[config.mk]
export PLATFORM = sky130hd
export DESIGN_NAME = trena_serial_controller
export DESIGN_NICKNAME = d
export VERILOG_FILES = /design/src/rtl/trena_serial_controller.sv
export SDC_FILE = /design/constraint.sdc
export NUM_CORES = 1
export LEC_CHECK = 0
export BUFFER_PORTS_ARGS = -buffer_cell sky130_fd_sc_hd__clkbuf_2
export CORE_MARGIN = 10
export CORE_UTILIZATION = 40
export CTS_CLUSTER_DIAMETER = 60
export CTS_CLUSTER_SIZE = 8
export DETAILED_ROUTE_END_ITERATION = 10
export HOLD_SLACK_MARGIN = 0.06
export PLACE_DENSITY = 0.58
export SKIP_CTS_REPAIR_TIMING = 1
export SYNTH_ARGS = -nofsm -noshare
export SYNTH_HDL_FRONTEND = slang
export SYNTH_SLANG_ARGS = --single-unit
[constraint.sdc]
create_clock -name clock -period 3.54 [get_ports clock]
set_input_delay 0.885 -clock clock [delete_from_list [all_inputs] [get_ports clock]]
set_output_delay 0.885 -clock clock [all_outputs]
set_load 0.005 [all_outputs]
[src/rtl/trena_serial_controller.sv]
// Measure-and-report sequencer: triggers the HC-SR04 block, captures its BCD result and streams 3 digits + separator.
// Latency: frame ends 4*(2+tx latency)+2 cycles after capture; waits on tx_pronto per character (no timeout on the transmitter).
module trena_serial_controller #(
  parameter int         PERIODO     = 50_000_000,
  parameter int         TIMEOUT_MED = 2_500_000,
  parameter logic [6:0] SEPARADOR   = 7'h23
) (
  input  logic        clock,
  input  logic        reset,
  input  logic        ligar,
  input  logic        pronto_medida,
  input  logic [11:0] medida,
  output logic        medir,
  output logic        tx_partida,
  output logic [6:0]  tx_dados,
  input  logic        tx_pronto,
  output logic        pronto,
  output logic [3:0]  db_estado
);

  localparam int PW = (PERIODO > 1) ? $clog2(PERIODO) : 1;
  localparam int TW = (TIMEOUT_MED > 1) ? $clog2(TIMEOUT_MED) : 1;

  typedef enum logic [3:0] {
    INICIAL     = 4'd0,
    MEDE        = 4'd1,
    AGUARDA_MED = 4'd2,
    REGISTRA    = 4'd3,
    ABORTA      = 4'd4,
    TRANSMITE   = 4'd5,
    AGUARDA_TX  = 4'd6,
    PROXIMO     = 4'd7,
    FIM         = 4'd8,
    ESPERA      = 4'd9
  } estado_t;

  estado_t         estado, proximo;
  logic [1:0]      idx, idx_n;
  logic [11:0]     valor, valor_n;
  logic            abortou, abortou_n;
  logic [TW-1:0]   cnt_med, cnt_med_n;
  logic [PW-1:0]   cnt_per, cnt_per_n;
  logic [6:0]      char_n;

  function automatic logic [6:0] digito(input logic [3:0] n, input logic ab);
    if (ab)
      return 7'h2D;
    else if (n > 4'd9)
      return 7'h3F;
    else
      return 7'h30 + {3'b000, n};
  endfunction

  always_comb begin
    proximo   = estado;
    idx_n     = idx;
    valor_n   = valor;
    abortou_n = abortou;
    cnt_med_n = cnt_med;
    cnt_per_n = cnt_per;
    case (estado)
      INICIAL:     if (ligar) proximo = MEDE;
      MEDE: begin
        cnt_med_n = '0;
        proximo   = AGUARDA_MED;
      end
      AGUARDA_MED: begin
        if (cnt_med != '1) cnt_med_n = cnt_med + 1'b1;
        // medida is only guaranteed valid alongside the strobe, so latch it here
        if (pronto_medida) begin
          valor_n = medida;
          proximo = REGISTRA;
        end else if (cnt_med == TW'(TIMEOUT_MED - 1)) begin
          proximo = ABORTA;
        end
      end
      REGISTRA: begin
        abortou_n = 1'b0;
        idx_n     = 2'd0;
        proximo   = TRANSMITE;
      end
      ABORTA: begin
        abortou_n = 1'b1;
        idx_n     = 2'd0;
        proximo   = TRANSMITE;
      end
      TRANSMITE:   proximo = AGUARDA_TX;
      AGUARDA_TX:  if (tx_pronto) proximo = PROXIMO;
      PROXIMO: begin
        if (idx == 2'd3) begin
          proximo = FIM;
        end else begin
          idx_n   = idx + 2'd1;
          proximo = TRANSMITE;
        end
      end
      FIM: begin
        cnt_per_n = '0;
        proximo   = ligar ? ESPERA : INICIAL;
      end
      ESPERA: begin
        if (cnt_per != '1) cnt_per_n = cnt_per + 1'b1;
        if (!ligar)
          proximo = INICIAL;
        else if (cnt_per == PW'(PERIODO - 1))
          proximo = MEDE;
      end
      default:     proximo = INICIAL;
    endcase
  end

  // Character for the index being entered, so tx_dados is ready on the partida cycle
  always_comb begin
    char_n = SEPARADOR;
    case (idx_n)
      2'd0: char_n = digito(valor_n[11:8], abortou_n);
      2'd1: char_n = digito(valor_n[7:4],  abortou_n);
      2'd2: char_n = digito(valor_n[3:0],  abortou_n);
      2'd3: char_n = SEPARADOR;
    endcase
  end

  always_ff @(posedge clock or posedge reset) begin
    if (reset) begin
      estado     <= INICIAL;
      idx        <= 2'd0;
      valor      <= 12'h000;
      abortou    <= 1'b0;
      cnt_med    <= '0;
      cnt_per    <= '0;
      medir      <= 1'b0;
      tx_partida <= 1'b0;
      pronto     <= 1'b0;
      tx_dados   <= 7'h00;
    end else begin
      estado     <= proximo;
      idx        <= idx_n;
      valor      <= valor_n;
      abortou    <= abortou_n;
      cnt_med    <= cnt_med_n;
      cnt_per    <= cnt_per_n;
      medir      <= (proximo == MEDE);
      tx_partida <= (proximo == TRANSMITE);
      pronto     <= (proximo == FIM);
      if (proximo == TRANSMITE) tx_dados <= char_n;
    end
  end

  assign db_estado = estado;

endmodule

After elaboration in Yosys (flattened, before gate mapping)
Index checks and enable logic that the tools add are counted.

Bits of input ports: 17. Register bits after elaboration: 77.

Equal/unequal tests: 22. $add $sub $neg: 6. Reductions and logical operators: 7. Multiplexer cells: 25. $lt $le $gt $ge: 3.

Operators with widths (number): 26-bit case mux with 2 select lines (1); 22-bit case mux with 2 select lines (1); 7-bit two-way mux (6); 4-bit case mux with 9 select lines (1); 4-bit two-way mux (8); 7-bit case mux with 4 select lines (1); 26-bit by 1-bit adder with 26-bit output, second input constant (1); 26-bit equality test, second input constant (1); 26-bit two-way mux (1); 26-bit != test, second input constant (1); 12-bit two-way mux (2); 22-bit by 1-bit adder with 22-bit output, second input constant (1); 22-bit equality test, second input constant (1); 22-bit two-way mux (1); 22-bit != test, second input constant (1); 6-bit by 4-bit adder with 7-bit output, first input constant (3); 4-bit by 3-bit equality test with 1-bit output, second input constant (5); 4-bit equality test, second input constant (3); 4-bit > comparator, second input constant (3); 4-bit by 1-bit equality test with 1-bit output, second input constant (2); 4-bit by 2-bit equality test with 1-bit output, second input constant (2); 2-bit equality test, second input constant (3); 4-bit zero test (1); 2-bit != test, second input constant (2); 9 further kinds (11).

Depth between registers and ports, before layout
Word-level depth: 6. Gate-level depth with buffers: 9.

Least setup slack after synthesis
OpenSTA, ideal clock, no wires.

Kind: reg-to-reg. Start: register estado[0] (netlist: db_estado[0]). End: register tx_dados[0]. Slack: 1455 ps. Library setup time: 126 ps. Data arrival time: 1959 ps. Cell stages (with the launch flop): 8. Clock period less this slack: 2085 ps. Cell sequence: dfrtp_1 buf_4 nor4b_4 nand2_4 mux2_4 or3_1 o2bb2ai_1 o31ai_1.

Word-level cells in the longest chain between the ends: 6.

RTL lines: start: declaration (line 37) `estado_t estado, proximo;`; start signal: assignment (line 136) `estado <= proximo;`; 4-bit by 2-bit equality test with 1-bit output (*) (line 61) `case (estado)`; 12-bit two-way mux (*) (line 61); named net valor_n[4] (line 39) `logic [11:0] valor, valor_n;`; 6-bit by 4-bit adder with 7-bit output / 4-bit > comparator (equally long branches) (line 51, 48); 7-bit two-way mux (*) (line 48) `else if (n > 4'd9)`; 7-bit two-way mux (*) (line 46) `if (ab)`; 7-bit case mux with 4 select lines (*) (line 115) `case (idx_n)`; end signal: assignment (line 145) `if (proximo == TRANSMITE) tx_dados <= char_n;`; end: declaration (line 15) `output logic [6:0] tx_dados,`.

The timed path passes the listed nets; every way through them passes the cells marked *. A chain may end at the register's enable or synchronous reset.

Worst setup path after layout
Start: register cnt_med[0]. End: register cnt_med[0].

Word-level cells in the longest chain between the ends: 3.

RTL lines: start: declaration (line 41) `logic [TW-1:0] cnt_med, cnt_med_n;`; start signal: assignment (line 140) `cnt_med <= cnt_med_n;`; 22-bit by 1-bit adder with 22-bit output / 22-bit != test (equally long branches) (line 68) `if (cnt_med != '1) cnt_med_n = cnt_med + 1'b1;`; 22-bit two-way mux / 2-bit != test (equally long branches); 22-bit case mux with 2 select lines / 2-bit AND reduction (equally long branches).

Several ways; a longest one is shown, not always the timed one. The select of a mux whose other input is x is not followed.

==> results.json <==
{
  "placementRows": 36,
  "crit_type": "reg2reg",
  "cts_made_buffers": 9,
  "switchingPower_mw": 0.983,
  "r2r_cells": 7,
  "regToRegStartpoint": "cnt_med[0]",
  "cts_tree": "yes",
  "drtPass1Iterations": 4,
  "yosys.area.top_type": "dfrtp_1",
  "grt_first_pass_wirelength_mm": 15.2,
  "synth_cells": 426,
  "r2r_slack_ps": 1100,
  "vias": 3239,
  "slew_violations": 0,
  "initial_utilization": 0.413,
  "fin_crit_ps": 2440,
  "syn-num-nets": 445,
  "grt_pass1_vias": 3153,
  "setup_tns_ps": 0,
  "first_iter_violations": 195,
  "post-route-drc-count": 0,
  "synth-seq-cells": 76,
  "synth_top_cell_area_share": 0.469,
  "root_buffer": "clkbuf_8",
  "dieArea_mm2": 0.0146,
  "via_per_inst": 5.44,
  "fmax_mhz": 410,
  "fp.dieH_um": 121,
  "ir_drop_v": 0.000418,
  "port_buffers": 29,
  "skew_ps": 10.3,
  "die_x_um": 121,
  "critical_path_required_ps": 3780,
  "synth_common_cells": "dfrtp_1, nor2_1, nand2_1, xnor2_1, a21oi_1",
  "p_int_mw": 1.86,
  "power.total_mw": 2.84,
  "status": "complete, no violations",
  "core-area_mm2": 0.00982,
  "wl_mm": 9.04,
  "period_share": 0.688,
  "rr_endpoint": "cnt_med[0]",
  "synth-edff-count": 0,
  "cp_max_fo": 9,
  "fillers": 989,
  "rsz0062_at_grt": "false",
  "p_clk_frac": 0.270,
  "place_hpwl_mm": 6.56,
  "start_kind": "flop",
  "switching_share": 0.346,
  "arrival_ps": 2680,
  "hold_viol": 0,
  "cp_top_family": "simple AND/OR/NAND/NOR gates",
  "drtAntennaViolNets": 0,
  "slowest_delay_ps": 440,
  "p_per_area_mw_per_mm2": 620,
  "hold_depth": 1,
  "grt-ovfl-total": 0,
  "p_leak_nw": 1.96,
  "ys_seq_area_frac": 0.469,
  "syn_area_mm2": 0.00406,
  "end_kind": "flop",
  "finalSetupViolCount": 0,
  "yosysMostFrequentCell": "dfrtp_1",
  "slew_headroom": 0.511,
  "min-delay-start": "tx_dados[4]",
  "avgSynthCellArea_um2": 9.52,
  "cap_violations": 0,
  "finalWeightedCongestion": 0.884,
  "ys.flop_type": "dfrtp_1",
  "worst_path_max_delay_cell": "nor4_2",
  "antenna_cells": 0,
  "drive_above_1_share": 0.156,
  "path_cells": "ha_1, nand4_1, or3_1, nor4_2, buf_4, nor2_1, mux2_2",
  "clkSinkCount": 76,
  "hold_path.class": "reg2reg",
  "htreeDepth": 3,
  "hold_end": "tx_dados[4]",
  "synthTopCellsByArea": "dfrtp_1, xnor2_1, nor2_1, a21oi_1, nand3_1",
  "worst_pin_slew_ps": 732,
  "clk_path_buf_depth": 2,
  "synthArstFlopShare": 1.00,
  "grt_max_degree": 28,
  "path_buf_inv": 1,
  "final_cell_area_mm2": 0.00459,
  "nNetsFinal": 476,
  "synth_cell_type_count": 59,
  "wl_per_cell_um": 15.2,
  "path_clk_slew_ps": 80,
  "placed_area_mm2": 0.00435,
  "io-pin-count": 31,
  "area_growth_pct": 13.1,
  "final_util": 0.467,
  "antenna_found_initial": 0,
  "pwr-share-comb": 0.322,
  "grt_use_total": 0.128,
  "yosysWarnings": 0,
  "p_seq_frac": 0.408,
  "clkLatencyLatePin_ps": 350
}
==> cell type report <==
cell class | instances | area, um^2 | share of cell area
Tap cell | 133 | 166 | 0.0363
Inverter | 13 | 48.8 | 0.0106
Clock buffer | 13 | 169 | 0.0368
Clock inverter | 3 | 67.6 | 0.0147
Multi-Input combinational cell | 320 | 2030 | 0.442
Sequential cell | 76 | 1900 | 0.414
Timing Repair Buffer | 37 | 205 | 0.0447
==> sequential cells by signal, indices dropped and copies added (netlist names) <==
signal and count:
tx_dados 6, db_estado 4, idx 2, tx_partida 1, medir 1, cnt_med 22, cnt_per 26, pronto 1
valor 12, abortou 1
==> power groups by stage <==
stage / registers (mW) / logic [mW] / clock network (mW)
after floorplan: 1.13 / 0.701 / 0
after global placement: 1.17 / 0.905 / 0
after detailed placement: 1.18 / 0.919 / 0
after CTS: 1.16 / 0.921 / 0.797
after global routing: 1.18 / 1.02 / 0.827
final: 1.16 / 0.917 / 0.767
==> cells by family after synthesis <==
group           Yosys count  share of synthesized area
xor+xnor                 31                     0.0669
flops                    76                      0.469
mux                      20                     0.0533
other cells               1                   0.000924
fa+ha+maj                 2                    0.00617
buf+inv                  30                     0.0321
compound gates           70                      0.110
simple gates            196                      0.261
==> metrics by stage <==
stage          hold slack, ps  setup slack [ps]  instances
5_1_grt                   513               860        595
3_3_place_gp              450              1130        579
3_5_place_dp              473              1100        579
6_report                  490              1100        595
4_1_cts                   490              1100        595
2_1_floorplan             459               717        426
==> layer usage <==
metal	routed length (um)	share of wire	global-route usage	up-vias
li1	-	-	-	1606
met1	4340	0.48	0.164	1572
met2	4220	0.47	0.203	50
met3	356	0.039	0.0335	11
met4	129	0.014	0.0460	0
met5	0	0	0	-
==> cells in the final DEF, fill, tap and decap left out, types with 12 or more instances in the layout <==
master    count
nor4_1       14
nor2_1       46
a21oi_1      23
nand3_1      22
dfrtp_1      76
xnor2_1      27
o21ai_0      16
nand2_1      27
nor3_1       20
clkbuf_8     12
inv_1        12
clkbuf_2     29
nand4_1      15
==> worst max path at each step <==
stage	startpoint	end	slack, ps	cells after the start
after floorplan	reset	abortou	720	1
after global placement	db_estado[3]	tx_dados[0]	1130	6
after detailed placement	db_estado[3]	tx_dados[0]	1100	6
after CTS	db_estado[3]	tx_dados[0]	1100	6
after global routing	cnt_med[0]	cnt_med[4]	860	8
final	cnt_med[0]	cnt_med[0]	1100	7
Power figures use the tool's default switching activity.
